===== src/rtl/vga_timing_if.sv =====
// Raster timing bundle from the VGA timing generator to its consumers
// (renderer, game logic, connector pins).
interface vga_timing_if;
  logic       pix_en;
  logic [9:0] hCount;
  logic [9:0] vCount;
  logic       hSync;
  logic       vSync;
  logic       bright;
  logic       frame_tick;

  modport master (
    output pix_en,
    output hCount,
    output vCount,
    output hSync,
    output vSync,
    output bright,
    output frame_tick
  );

  modport slave (
    input pix_en,
    input hCount,
    input vCount,
    input hSync,
    input vSync,
    input bright,
    input frame_tick
  );
endinterface


===== src/rtl/vga_timing_gen.sv =====
// 640x480 @ 60 Hz raster timing generator: pixel-enable divider, h/v counters,
// registered sync/visible flags aligned to the counters, and a per-frame strobe.
module vga_timing_gen #(
  parameter int unsigned CLK_DIV = 4,
  parameter int unsigned H_TOTAL = 800,
  parameter int unsigned V_TOTAL = 525,
  parameter int unsigned H_SYNC  = 96,
  parameter int unsigned V_SYNC  = 2,
  parameter int unsigned H_START = 144,
  parameter int unsigned H_END   = 783,
  parameter int unsigned V_START = 35,
  parameter int unsigned V_END   = 514
) (
  input  logic         clk,
  input  logic         rst,
  vga_timing_if.master vga
);

  localparam int unsigned DivW = (CLK_DIV > 1) ? $clog2(CLK_DIV) : 1;

  localparam logic [DivW-1:0] DivLast = DivW'(CLK_DIV - 1);
  localparam logic [9:0]      HLast   = 10'(H_TOTAL - 1);
  localparam logic [9:0]      VLast   = 10'(V_TOTAL - 1);
  localparam logic [9:0]      HSyncW  = 10'(H_SYNC);
  localparam logic [9:0]      VSyncW  = 10'(V_SYNC);
  localparam logic [9:0]      HStart  = 10'(H_START);
  localparam logic [9:0]      HEnd    = 10'(H_END);
  localparam logic [9:0]      VStart  = 10'(V_START);
  localparam logic [9:0]      VEnd    = 10'(V_END);

  logic [DivW-1:0] div_q, div_d;
  logic [9:0]      h_q, h_d;
  logic [9:0]      v_q, v_d;
  logic            hsync_q, hsync_d;
  logic            vsync_q, vsync_d;
  logic            bright_q, bright_d;
  logic            tick_q, tick_d;
  logic            pix_en;

  // Pixel enable is the last system cycle of each pixel; div is 0 in reset.
  assign pix_en = (div_q == DivLast);

  // Next-state counters; flags derive from next-state counts so they line up
  // with the counts they are registered alongside.
  always_comb begin
    div_d  = (div_q == DivLast) ? '0 : div_q + 1'b1;
    h_d    = h_q;
    v_d    = v_q;
    tick_d = 1'b0;
    if (pix_en) begin
      if (h_q < HLast) begin
        h_d = h_q + 10'd1;
      end else begin
        h_d = '0;
        if (v_q < VLast) begin
          v_d = v_q + 10'd1;
        end else begin
          v_d    = '0;
          tick_d = 1'b1;
        end
      end
    end
    hsync_d  = (h_d >= HSyncW);
    vsync_d  = (v_d >= VSyncW);
    bright_d = (h_d >= HStart) && (h_d <= HEnd) && (v_d >= VStart) && (v_d <= VEnd);
  end

  // State and registered outputs; reset clears everything immediately.
  always_ff @(posedge clk or negedge rst) begin
    if (!rst) begin
      div_q    <= '0;
      h_q      <= '0;
      v_q      <= '0;
      hsync_q  <= 1'b0;
      vsync_q  <= 1'b0;
      bright_q <= 1'b0;
      tick_q   <= 1'b0;
    end else begin
      div_q    <= div_d;
      h_q      <= h_d;
      v_q      <= v_d;
      hsync_q  <= hsync_d;
      vsync_q  <= vsync_d;
      bright_q <= bright_d;
      tick_q   <= tick_d;
    end
  end

  assign vga.pix_en     = pix_en;
  assign vga.hCount     = h_q;
  assign vga.vCount     = v_q;
  assign vga.hSync      = hsync_q;
  assign vga.vSync      = vsync_q;
  assign vga.bright     = bright_q;
  assign vga.frame_tick = tick_q;

endmodule


===== src/flat_wrapper.sv =====
// flat-port wrapper written by rule: the top's interface ports become plain ports
module vga_timing_gen_flat 
#(
  parameter int unsigned CLK_DIV = 4,
  parameter int unsigned H_TOTAL = 800,
  parameter int unsigned V_TOTAL = 525,
  parameter int unsigned H_SYNC  = 96,
  parameter int unsigned V_SYNC  = 2,
  parameter int unsigned H_START = 144,
  parameter int unsigned H_END   = 783,
  parameter int unsigned V_START = 35,
  parameter int unsigned V_END   = 514
)
  (clk, rst, vga_pix_en, vga_hCount, vga_vCount, vga_hSync, vga_vSync, vga_bright, vga_frame_tick);
  vga_timing_if vga_i ();
  input  logic clk;
  input  logic rst;
  output wire logic [$bits(vga_i.pix_en)-1:0] vga_pix_en;
  output wire logic [$bits(vga_i.hCount)-1:0] vga_hCount;
  output wire logic [$bits(vga_i.vCount)-1:0] vga_vCount;
  output wire logic [$bits(vga_i.hSync)-1:0] vga_hSync;
  output wire logic [$bits(vga_i.vSync)-1:0] vga_vSync;
  output wire logic [$bits(vga_i.bright)-1:0] vga_bright;
  output wire logic [$bits(vga_i.frame_tick)-1:0] vga_frame_tick;
  assign vga_pix_en = vga_i.pix_en;
  assign vga_hCount = vga_i.hCount;
  assign vga_vCount = vga_i.vCount;
  assign vga_hSync = vga_i.hSync;
  assign vga_vSync = vga_i.vSync;
  assign vga_bright = vga_i.bright;
  assign vga_frame_tick = vga_i.frame_tick;
  vga_timing_gen #(.CLK_DIV(CLK_DIV), .H_TOTAL(H_TOTAL), .V_TOTAL(V_TOTAL), .H_SYNC(H_SYNC), .V_SYNC(V_SYNC), .H_START(H_START), .H_END(H_END), .V_START(V_START), .V_END(V_END)) u_core (.clk(clk), .rst(rst), .vga(vga_i));
endmodule

===== config.mk =====
export PLATFORM = sky130hd
export DESIGN_NAME = vga_timing_gen_flat
export DESIGN_NICKNAME = d
export VERILOG_FILES = /design/src/rtl/vga_timing_if.sv /design/src/rtl/vga_timing_gen.sv /design/src/flat_wrapper.sv
export SDC_FILE = /design/constraint.sdc
export NUM_CORES = 1
export LEC_CHECK = 0
export BUFFER_PORTS_ARGS = -buffer_cell sky130_fd_sc_hd__buf_2
export CORE_UTILIZATION = 36
export DETAILED_ROUTE_END_ITERATION = 8
export PLACE_DENSITY = 0.6
export SYNTH_ARGS = -nofsm -noshare
export SYNTH_HDL_FRONTEND = slang
export SYNTH_SLANG_ARGS = --single-unit
export TNS_END_PERCENT = 30

===== constraint.sdc =====
create_clock -name clk -period 4.1 [get_ports clk]
set_input_delay 0.82 -clock clk [delete_from_list [all_inputs] [get_ports clk]]
set_output_delay 0.82 -clock clk [all_outputs]
set_load 0.02 [all_outputs]

; Yosys cells after proc, flatten, opt, wreduce, memory -nomap -nowiden
; Cells that the tools add are included.
; W data, S select, Z words.
[classes]
n_addsub = 3
n_lt_le_gt_ge = 8
eq_ne = 1
muxes = 9
reduce_logical = 3
[op_table]
columns = cell, n
row1 = $mux W10, 5
row2 = $add A10 B1 Y10 const B, 2
row3 = $le A10 B10 Y1 const B, 2
row4 = $lt A10 B10 Y1 const B, 2
row5 = $ge A10 B2 Y1 const B, 1
row6 = $ge A10 B6 Y1 const B, 1
row7 = $ge A10 B7 Y1 const B, 1
row8 = $ge A10 B8 Y1 const B, 1
row9 = $logic_and A1 B1 Y1, 3
row10 = $mux W1, 3
row11 = $add A2 B1 Y2 const B, 1
row12 = $eq A2 B2 Y1 const B, 1
row13 = $mux W2, 1
[word_totals]
regBits = 26
inputBits = 2

; Logic depth before layout (Yosys ltp)
[depth]
word_depth = 7
depth_mapped = 10

; Least setup slack after synthesis
; No wires, ideal clock.
[synth_timing]
path_type = register -> register
from = register u_core.h_q[0] (netlist: u_core.vga.hCount[0])
to = register u_core.bright_q (netlist: u_core.vga.bright)
setup_time_ns = 0.121
t_arrival_ns = 2.543
required_ns = 3.979
setup_slack_ns = 1.436
path_stages_with_launch = 11
path_buffers = 2
synth_period_minus_slack_ns = 2.664
path_cell_list = dfrtp_1 ha_1 and4_4 buf_6 o41a_1 buf_6 a211o_1 a221oi_2 o311ai_1 a31o_1 o22a_1
[synth_via]
elab_chain_cells = 7
word_cells_on_any_way = 13
classes_between = add/sub: 1 / order compare: 5 / mux: 4 / reduce/logical: 3
[synth_rtl]
columns = item, line
row1 = start: declaration, vga_timing_gen.sv:32  ; logic [9:0] h_q, h_d;
row2 = start signal: assignment, vga_timing_gen.sv:72  ; h_q <= '0;
row3 = start signal: assignment, vga_timing_gen.sv:80  ; h_q <= h_d;
row4 = $add A10 B1 Y10 or $lt A10 B10 Y1 (tied branches), "vga_timing_gen.sv:52, vga_timing_gen.sv:51"
row5 = $mux W10, vga_timing_gen.sv:51  ; if (h_q < HLast) begin
row6 = $mux W10, vga_timing_gen.sv:50  ; if (pix_en) begin
row7 = $ge A10 B8 Y1 or $le A10 B10 Y1 (tied branches), vga_timing_gen.sv:65  ; bright_d = (h_d >= HStart) && (h_d <= HEnd) && (v_d >= VStart) && (v_d <= VEnd);
row8 = $logic_and A1 B1 Y1 (2 in a row), vga_timing_gen.sv:65
row9 = $logic_and A1 B1 Y1 (*), vga_timing_gen.sv:65
row10 = named net u_core.bright_d, vga_timing_gen.sv:36  ; logic bright_q, bright_d;
row11 = end signal: assignment, vga_timing_gen.sv:84  ; bright_q <= bright_d;
row12 = end: declaration, vga_timing_gen.sv:36
; The timed path passes the listed nets; every way through them passes the cells marked *.

; Final worst setup path
[layout_timing]
from = register u_core.div_q[0]
to = register u_core.bright_q (netlist: u_core.vga.bright)
[layout_via]
elab_chain_cells = 6
word_cells_on_any_way = 10
classes_between = order compare: 4 / eq/ne: 1 / mux: 2 / reduce/logical: 3
[layout_rtl]
columns = item, line
row1 = start: declaration, vga_timing_gen.sv:31  ; logic [DivW-1:0] div_q, div_d;
row2 = start signal: assignment, vga_timing_gen.sv:79  ; div_q <= div_d;
row3 = $eq A2 B2 Y1 (*), vga_timing_gen.sv:41  ; assign pix_en = (div_q == DivLast);
row4 = $mux W10, vga_timing_gen.sv:50
row5 = $ge A10 B8 Y1 or $le A10 B10 Y1 (tied branches), vga_timing_gen.sv:65
row6 = $logic_and A1 B1 Y1 (2 in a row), vga_timing_gen.sv:65
row7 = $logic_and A1 B1 Y1 (*), vga_timing_gen.sv:65
row8 = named net u_core.bright_d, vga_timing_gen.sv:36
; Marked as above.

==> impl_metrics.env <==
export IMPL_preCtsSetupSlack_ns=1.12
export IMPL_dr_pass1_iters=4
export IMPL_netlist_instances=159
export IMPL_reg2regPathDepth=8
export IMPL_ios=27
export IMPL_place_inst=224
export IMPL_finish_instance_area_mm2=0.00166
export IMPL_period_share_pct=73.4
export IMPL_drc_errors=0
export IMPL_cts_num_sinks=26
export IMPL_postPlaceCellArea_mm2=0.00161
export IMPL_syn_area_mm2=0.00146
export IMPL_ir_worst_vdd_mv=0.118
export IMPL_cts_repair_resized=0
export IMPL_leakage_nw=0.856
export IMPL_ys_types=42
export IMPL_numCtsBuffers=3
export IMPL_rsz0062_at_grt="false"
export IMPL_powerDensity_mw_per_mm2=259
export IMPL_dr_first_iter_drc_count=47
export IMPL_min_to="u_core.div_q[0]"
export IMPL_final_cells=228
export IMPL_num_antenna_cells=0
export IMPL_grt_pass1_wl_um=5670
export IMPL_synth_nets=164
export IMPL_clockBufferDepth=2
export IMPL_insertion_delay_ns=0.27
export IMPL_tightest_slew_ns=0.662
export IMPL_drv_cap=0
export IMPL_hp_class="reg -> reg"
export IMPL_yosys_warnings=0
export IMPL_grt_pass1_vias=1239
export IMPL_use_met3_pct=3.13
export IMPL_core_mm2=0.00377
export IMPL_grt_max_degree=27
export IMPL_htreeDepth=1
export IMPL_portBuffers=26
export IMPL_die_y_um=65.7
export IMPL_synth_enable_flop_cells=0
export IMPL_ant_nets=0
export IMPL_clock_skew_ns=0.00263
export IMPL_ys_async_sr_fraction_pct=100
export IMPL_postCtsSetupBuffers=0
export IMPL_vias_per_cell=5.57
export IMPL_cts_root_buf="clkbuf_8"
export IMPL_period_needed_ns=3.01
export IMPL_hold_violations=0
export IMPL_clk_pin_slew_worst_paths_ns=0.09
export IMPL_antenna_found_initial=0
export IMPL_required_ns=4.32
export IMPL_worstPathArrival_ns=3.23
export IMPL_tns_ns=0
export IMPL_setup_slack_ns=1.09
export IMPL_max_freq_mhz=332
export IMPL_rows=22
export IMPL_drive_gt1_share_pct=20.0
export IMPL_worstPathMaxFanout=19
export IMPL_path_class="reg -> reg"
export IMPL_critPathLaunchType="register"
export IMPL_met2_usage_pct=25.3
export IMPL_yosysSeqAreaShare_pct=44.6
export IMPL_r2r_start="u_core.div_q[0]"
export IMPL_routed_wl_um=3300
export IMPL_yosys_most_used_dff="dfrtp_1"
export IMPL_top_usage_layer="met2"
export IMPL_place_detailed_hpwl_um=2330
export IMPL_reg2reg_to="u_core.vga.bright"
export IMPL_grt_use_total_pct=17.5
export IMPL_hold_start="u_core.div_q[0]"
export IMPL_slew_violations=0
export IMPL_overflow=0
export IMPL_crit_path_end_kind="register"
export IMPL_hold_path_depth=1
export IMPL_gp_congestion=0.862
export IMPL_ctsHoldBuffers=0
export IMPL_fp_dieW_um=65.7
export IMPL_start_util_pct=38.7
export IMPL_wire_per_inst_um=14.5
export IMPL_r2r_slack_ns=1.09
export IMPL_cts_tree="done"
export IMPL_finalSetupViolations=0
export IMPL_layout_common_cells="26 x buf_2, 26 x dfrtp_1, 16 x nor2_1, 16 x nand2_1, 15 x o21ai_0"
export IMPL_dieArea_mm2=0.00431
export IMPL_slew_headroom_pct=55.9
export IMPL_synth_seq_cells=26
export IMPL_syn2layout_area_growth_pct=13.8
export IMPL_routed_via_count=1270
export IMPL_avgSynthCellArea_um2=9.18
export IMPL_fillers=374
export IMPL_status="complete, no violations"
export IMPL_globalRouteMet1Util_pct=24.3
export IMPL_nNetsFinal=186
==> cells in the mapped netlist (2+ instances only) <==
library cell	instances	area [um^2]
dfrtp_1	26	651
nand2_1	16	60.1
nor2_1	16	60.1
o21ai_0	15	75.1
clkbuf_1	7	26.3
nand3_1	7	35.0
inv_1	5	18.8
nand4_1	5	31.3
nor4_1	5	31.3
nor3_1	4	20.0
xnor2_1	4	35.0
xor2_1	4	35.0
a21oi_1	3	15.0
and3_1	3	18.8
ha_1	3	37.5
nand2b_1	3	18.8
a21o_1	2	15.0
a22oi_1	2	15.0
a2bb2oi_1	2	17.5
a31oi_1	2	12.5
buf_2	2	10.0
buf_6	2	22.5
mux2i_1	2	20.0
==> metrics by stage <==
step	hold slack [ns]	total power, mW	utilization (%)
6_report	0.431	0.430	44.1
5_1_grt	0.474	0.448	44.1
4_1_cts	0.435	0.438	44.1
3_5_place_dp	0.421	0.267	42.6
3_3_place_gp	0.413	0.267	42.6
2_1_floorplan	0.403	0.261	-
==> layer usage <==
layer	routed length [um]	part of all wire [%]
met3	208	6.3
met4	82	2.5
met1	1540	47
met5	0	0
met2	1470	44
==> how the worst max path moves through the flow <==
| stage | end | from | depth (start not counted) |
|---|---|---|---|
| global placement | u_core.vga.bright | u_core.div_q[0] | 8 |
| CTS | u_core.vga.bright | u_core.div_q[0] | 8 |
| global route | u_core.vga.bright | u_core.div_q[0] | 8 |
| floorplan | u_core.vga.bright | u_core.vga.hCount[0] | 10 |
| finish | u_core.vga.bright | u_core.div_q[0] | 8 |
| detailed placement | u_core.vga.bright | u_core.div_q[0] | 8 |
==> area by class of cell <==
cell class	count	area, um^2	share of cell area, %
multi-input cells	117	732	44.1
flip-flops and latches	26	651	39.2
repair buffers	28	145	8.73
well taps	48	60.1	3.61
clock buffers	4	55.1	3.31
inverters	5	18.8	1.13
==> report_power, final <==
part | internal (mW) | leakage, nW | switching, mW
clock | 0.0860 | 0.0288 | 0.0823
sequential | 0.256 | 0.349 | 0
combinational | 0.000341 | 0.478 | 0.00488
total | 0.343 | 0.856 | 0.0871
==> cell families after synthesis <==
logic type,share of synthesized area (%)
AOI/OAI and AO/OA,20.1
xor gates and xnor gates,4.80
adders and majority gates,2.57
and+or+nand+nor,20.5
DFF,44.6
buffers and inverters,5.31
muxes,2.14
==> critical path, cell delays in order (launching register included) <==
cell	delay, ns
dfrtp_1	0.36
ha_1	0.42
and3_1	0.26
o41a_1	0.59
o21ai_0	0.28
a221oi_2	0.37
o311ai_1	0.18
nor4_1	0.30
o22a_1	0.18
==> registers in the layout, indices dropped and copies added (netlist names) <==
signal,flops
u_core.vga.vCount,10
u_core.vga.frame_tick,1
u_core.vga.hCount,10
u_core.vga.hSync,1
u_core.vga.vSync,1
u_core.div_q,2
u_core.vga.bright,1
(Power assumes the default switching activity.)
